$ cat src/rtl/apb_req_master.sv
// APB3 initiator: one valid/ready request in, one APB setup/access transaction out, one response back.
// Optional ACCESS-phase timeout is compiled in with `define APB_MST_TIMEOUT_EN.
module apb_req_master #(
    parameter int ADDR_W  = 16,
    parameter int DATA_W  = 32,
    parameter int TIMEOUT = 256
) (
    input  logic              pclk,
    input  logic              presetn,
    input  logic              req_vld,
    output logic              req_rdy,
    input  logic              req_write,
    input  logic [ADDR_W-1:0] req_addr,
    input  logic [DATA_W-1:0] req_wdata,
    output logic              rsp_vld,
    input  logic              rsp_rdy,
    output logic [DATA_W-1:0] rsp_rdata,
    output logic              rsp_err,
    output logic              psel,
    output logic              penable,
    output logic              pwrite,
    output logic [ADDR_W-1:0] paddr,
    output logic [DATA_W-1:0] pwdata,
    input  logic [DATA_W-1:0] prdata,
    input  logic              pready,
    input  logic              pslverr
);

    typedef enum logic [1:0] {IDLE, SETUP, ACCESS, RESP} state_t;

    state_t              state_reg, state_next;
    logic                psel_reg, psel_next;
    logic                penable_reg, penable_next;
    logic                pwrite_reg, pwrite_next;
    logic [ADDR_W-1:0]   paddr_reg, paddr_next;
    logic [DATA_W-1:0]   pwdata_reg, pwdata_next;
    logic                rsp_vld_reg, rsp_vld_next;
    logic [DATA_W-1:0]   rsp_rdata_reg, rsp_rdata_next;
    logic                rsp_err_reg, rsp_err_next;

`ifdef APB_MST_TIMEOUT_EN
    localparam logic [15:0] TIMEOUT_CNT = 16'(TIMEOUT);
    logic [15:0] wait_cnt_reg, wait_cnt_next;
    logic [15:0] wait_cnt_inc;
    assign wait_cnt_inc = wait_cnt_reg + 16'd1;
`endif

    always_ff @(posedge pclk or negedge presetn) begin
        if (!presetn) begin
            state_reg     <= IDLE;
            psel_reg      <= 1'b0;
            penable_reg   <= 1'b0;
            pwrite_reg    <= 1'b0;
            paddr_reg     <= '0;
            pwdata_reg    <= '0;
            rsp_vld_reg   <= 1'b0;
            rsp_rdata_reg <= '0;
            rsp_err_reg   <= 1'b0;
`ifdef APB_MST_TIMEOUT_EN
            wait_cnt_reg  <= '0;
`endif
        end else begin
            state_reg     <= state_next;
            psel_reg      <= psel_next;
            penable_reg   <= penable_next;
            pwrite_reg    <= pwrite_next;
            paddr_reg     <= paddr_next;
            pwdata_reg    <= pwdata_next;
            rsp_vld_reg   <= rsp_vld_next;
            rsp_rdata_reg <= rsp_rdata_next;
            rsp_err_reg   <= rsp_err_next;
`ifdef APB_MST_TIMEOUT_EN
            wait_cnt_reg  <= wait_cnt_next;
`endif
        end
    end

    always_comb begin
        state_next     = state_reg;
        psel_next      = psel_reg;
        penable_next   = penable_reg;
        pwrite_next    = pwrite_reg;
        paddr_next     = paddr_reg;
        pwdata_next    = pwdata_reg;
        rsp_vld_next   = rsp_vld_reg;
        rsp_rdata_next = rsp_rdata_reg;
        rsp_err_next   = rsp_err_reg;
`ifdef APB_MST_TIMEOUT_EN
        wait_cnt_next  = wait_cnt_reg;
`endif
        case (state_reg)
            IDLE: begin
                if (req_vld) begin
                    pwrite_next  = req_write;
                    paddr_next   = req_addr;
                    pwdata_next  = req_wdata;
                    psel_next    = 1'b1;
                    penable_next = 1'b0;
                    state_next   = SETUP;
                end
            end
            SETUP: begin
                penable_next = 1'b1;
                state_next   = ACCESS;
`ifdef APB_MST_TIMEOUT_EN
                wait_cnt_next = '0;
`endif
            end
            ACCESS: begin
                if (pready) begin
                    rsp_rdata_next = pwrite_reg ? '0 : prdata;
                    rsp_err_next   = pslverr;
                    psel_next      = 1'b0;
                    penable_next   = 1'b0;
                    rsp_vld_next   = 1'b1;
                    state_next     = RESP;
                end
`ifdef APB_MST_TIMEOUT_EN
                // A late pready on the final wait cycle still completes normally.
                else if (wait_cnt_inc == TIMEOUT_CNT) begin
                    wait_cnt_next  = wait_cnt_inc;
                    rsp_rdata_next = '0;
                    rsp_err_next   = 1'b1;
                    psel_next      = 1'b0;
                    penable_next   = 1'b0;
                    rsp_vld_next   = 1'b1;
                    state_next     = RESP;
                end else begin
                    wait_cnt_next = wait_cnt_inc;
                end
`endif
            end
            RESP: begin
                if (rsp_rdy) begin
                    rsp_vld_next = 1'b0;
                    state_next   = IDLE;
                end
            end
            default: state_next = IDLE;
        endcase
    end

    assign req_rdy   = (state_reg == IDLE);
    assign psel      = psel_reg;
    assign penable   = penable_reg;
    assign pwrite    = pwrite_reg;
    assign paddr     = paddr_reg;
    assign pwdata    = pwdata_reg;
    assign rsp_vld   = rsp_vld_reg;
    assign rsp_rdata = rsp_rdata_reg;
    assign rsp_err   = rsp_err_reg;

endmodule

$ cat config.mk
export PLATFORM = sky130hd
export DESIGN_NAME = apb_req_master
export DESIGN_NICKNAME = d
export VERILOG_FILES = /design/src/rtl/apb_req_master.sv
export SDC_FILE = /design/constraint.sdc
export NUM_CORES = 1
export LEC_CHECK = 0
export BUFFER_PORTS_ARGS = -buffer_cell sky130_fd_sc_hd__buf_2
export CORE_MARGIN = 3
export CORE_UTILIZATION = 30
export CTS_CLUSTER_SIZE = 16
export DETAILED_ROUTE_END_ITERATION = 8
export PLACE_DENSITY = 0.62
export SLEW_MARGIN = 40
export SYNTH_ARGS = -nofsm -noshare
export SYNTH_HDL_FRONTEND = slang
export SYNTH_SLANG_ARGS = --single-unit
$ cat constraint.sdc
create_clock -name pclk -period 3.99 [get_ports pclk]
set_clock_uncertainty 0.05 [all_clocks]
set_input_delay 0.5985 -clock pclk [delete_from_list [all_inputs] [get_ports pclk]]
set_output_delay 0.5985 -clock pclk [all_outputs]
set_load 0.05 [all_outputs]
Word-level counts from Yosys, hierarchy flattened. Index checks and enable logic that the tools add are counted.

Register bits: 87. Logic and storage cells: 38.

Mux-type cells: 13. Eq/ne operators: 6. Reductions and logical operators: 10.

Operator list (count): 2-to-1 mux 32 bit (1); AND reduction 3 bit (4); one-hot mux 2 bit (4 select lines) (1); 2-to-1 mux 2 bit (3); inequality test 2 bit (second input constant) (3); 2-to-1 mux 1 bit (5); == test 2 bit (second input constant) (2); one-hot mux 1 bit (2 select lines) (2); AND reduction 2 bit (2); nonzero test 2 bit (2); one-hot mux 1 bit (3 select lines) (1); nonzero test 3 bit (1); == test 2 x 1 -> 1 bit (second input constant) (1); logical NOT 2 bit (1).

Depth between registers and ports, before layout.
Depth after elaboration: 3. Mapped depth: 7. Mapped depth without buffers: 5.

Worst setup path before layout. Ideal clock, no wire load.

Path kind: reg-to-reg. From: reg state_reg[0]. To: reg pwdata_reg[16], in the netlist pwdata[16]. Path buffers: 2. Setup slack: 1.952 ns. Clock period less this slack: 2.038 ns. Setup time: 0.125 ns. Cell stages (with the launch flop): 7. Arrival time: 1.863 ns. Cell sequence: dfrtp_1 > inv_1 > ha_1 > nand2_1 > buf_6 > buf_6 > mux2_4.

Longest elaborated chain between the ends: 2.

Ends and longest elaborated chain: start: declaration (line 31) `state_t state_reg, state_next;`; start signal: assignment (line 63) `state_reg <= state_next;`; logical NOT 2 bit; via req_rdy (line 11) `output logic req_rdy,`; AND reduction 2 bit (no source line); end signal: assignment (line 68) `pwdata_reg <= pwdata_next;`; end: declaration (line 36) `logic [DATA_W-1:0] pwdata_reg, pwdata_next;`.

The timed path passes the listed nets, and every way through them passes these cells. A chain may end at the register's enable or synchronous reset.

Final worst setup path.
From: reg state_reg[0]. To: out req_rdy.

Longest elaborated chain between the ends: 1.

Ends and longest elaborated chain: logical NOT 2 bit (line 143) `assign req_rdy = (state_reg == IDLE);`; end: declaration (line 11).

Every way passes these cells.

==> flow_summary_export.csv <==
group,metric,value,unit
timing,final_hold_viol_count,0,
timing,max_slew.worst_pin.slew,0.726,ns
final_layout,final_nets,543,
setup_path,timing.critical_path.cells,"inv_1 -> ha_1 -> buf_2",
cts,tritoncts,"done",
grt,grt_remaining_overflow,0,
timing,timing.slew.headroom,51.6,%
setup_path,req_time_crit_path,3.34,ns
final_layout,mostFrequentLayoutCell,"buf_2",
grt,number_of_global_route_vias_before_repair,2649,
die,rows,39,
cts,tritoncts_num_sinks,87,
die,io_pins,173,
final_layout,mostFrequentLayoutCells,"171 x buf_2, 87 x dfrtp_1, 41 x mux2_2",
cts,cts-root-to-sink-buffers,2,
final_layout,layout-drive-gt1-share,53.3,%
final_layout,multi_input_area,1330,um2
cts,clkSlewWorstSetupHoldPaths,0.06,ns
timing,max_clock_freq,0.460,GHz
routing,postRouteWirelength,8460,um
placed_design,dp.cells,581,
grt,grt.busiest_layer,"met2",
setup_path,timing.critical_path.arrival,1.53,ns
cts,postCtsSetupBuffers,0,
final_layout,finish.utilization,42.1,%
synth,number_of_nets_in_the_synthesized_netlist,373,
grt,globalRouteTotalUtil,12.8,%
routing,remaining_design_rule_violation_count,0,
setup_path,worst_setup_path_start_kind,"flop",
timing,setup-violations-final,0,
cts,holdBufCountCts,0,
placed_design,area_after_detailed_placement,4580,um2
timing,rsz0062_at_grt,"no",
synth,netlist_instances,279,
synth,synth_sequential_area_ratio,60.8,%
grt,groute.layer.met1.usage,15.2,%
die,die_outline_area,13300,um2
cts,clockRootBuffer,"clkbuf_16",
synth,yosys.cell_types.count,20,
timing,totalNegativeSetupSlack,0,ns
final_layout,syn_to_final_growth,35.9,%
synth,post_synth_instance_area,3580,um2
placed_design,portBuffers,172,
grt,initial_antenna_violation_count,0,
routing,drt_first_pass_iters,4,
placed_design,gp_congestion,0.707,
routing,postRouteAntennaNets,0,
grt,grtUsageMet2,20.9,%
cts,clkLatencyLatePin,0.33,ns
final_layout,layoutNonFillerInstCount,597,
synth,average_footprint_of_a_synthesized_cell,12.8,um2
synth,postSynthRegisterBits,87,
routing,routed_via_density,4.39,
routing,routedWlPerCell,14.2,um
final_layout,number_of_antenna_repair_diodes,0,
grt,groute.layer.met3.usage,3.95,%
setup_path,timing.critical_path.max_delay_family,"buffers and inverters",
synth,yosys_warnings,0,
cts,cts-resized-gates,0,
flow_run,maxCapViolCount,0,
setup_path,crit_path_top_delay_cell,"dfrtp_1",
routing,detailroute.via_count,2619,
final_layout,final_cell_area,4870,um2
timing,fin_crit_sh,54.5,%
timing,final.min_clock_period,2.18,ns
setup_path,cp-end-kind,"output pin",
setup_path,criticalPathCategory,"reg2out",
die,die-height,115,um
routing,dr.first_iter.drc_count,87,
die,core_region_area,11600,um2
setup_path,critPathMaxStageDelay,0.42,ns
hold_path,min_path_type,"in2async",
setup_path,critical_path.n_buffers_inverters,2,
cts,cts.htree.levels,3,
cts,cts_buffers,9,
grt,grt_first_pass_wirelength,13200,um
final_layout,n_fill_cell,1116,
timing,report.final.slew_viol_count,0,
grt,largest_net_degree_at_the_start_of_global_routing,76,
die,dieWidth,115,um
final_layout,reg_area,2180,um2
die,initial_utilization,31.0,%
placed_design,hpwlAfterDp,6290,um
setup_path,worstPathMaxFanout,5,
outcome,status,"completed",
-- final cells by class --
class	count	area share, %
Sequential cell	87	44.7
Tap cell	143	3.68
Timing Repair Buffer	174	18.1
Clock buffer	12	5.06
Clock inverter	4	0.925
Inverter	3	0.231
Multi-Input combinational cell	174	27.3
-- final timing paths --
kind / slack (ns) / depth (start not counted) / to / start
max in group asynchronous: 2.99 / 2 / rsp_vld$_DFFE_PN0P_ / presetn
hold / removal: 0.23 / 1 / pwdata[31]$_DFFE_PN0P_ / presetn
setup / recovery: 1.81 / 3 / req_rdy / state_reg[0]$_DFFE_PN0P_
hold reg to reg: 0.43 / 2 / rsp_rdata[17]$_DFFE_PN0P_ / rsp_rdata[17]$_DFFE_PN0P_
min in group pclk: 0.43 / 2 / rsp_rdata[17]$_DFFE_PN0P_ / rsp_rdata[17]$_DFFE_PN0P_
setup reg to reg: 2.00 / 4 / pwrite$_DFFE_PN0P_ / state_reg[0]$_DFFE_PN0P_
-- cells in the mapped netlist (all sizes together) --
library cell | n | area share, %
nor2b | 6 | 1.0
clkbuf | 5 | 0.52
nand2 | 36 | 3.8
ha | 7 | 2.4
mux2 | 52 | 17
o22ai | 1 | 0.17
nor3 | 2 | 0.42
mux2i | 2 | 0.56
o21ai | 32 | 4.5
buf | 10 | 1.7
nor2 | 1 | 0.10
a211oi | 2 | 0.42
nand2b | 32 | 5.6
dfrtp | 87 | 61
inv | 3 | 0.31
a22o | 1 | 0.24
-- through the flow --
stage	setup slack, ns	hold slack [ns]
floorplan	1.95	0.253
global placement	1.69	0.409
detailed placement	1.97	0.420
CTS	1.78	0.251
global route	1.72	0.269
finish	1.81	0.229
-- cell families after synthesis --
family | Yosys count | share of synthesized area (%)
AO/OA/AOI/OAI | 36 | 5.31
adder cells (fa/ha/maj) | 7 | 2.44
buffers and inverters | 18 | 2.58
flip-flops | 87 | 60.8
multiplexers | 54 | 18.0
AND/OR/NAND/NOR | 77 | 10.9
-- layer usage --
metal,vias up,wire (um)
li1,1277,-
met1,1233,3490
met2,97,4130
met3,12,633
met4,0,204
met5,-,0
Power is not shown: default switching activity piles up to over one toggle a cycle in this logic, so the estimate is an artifact.
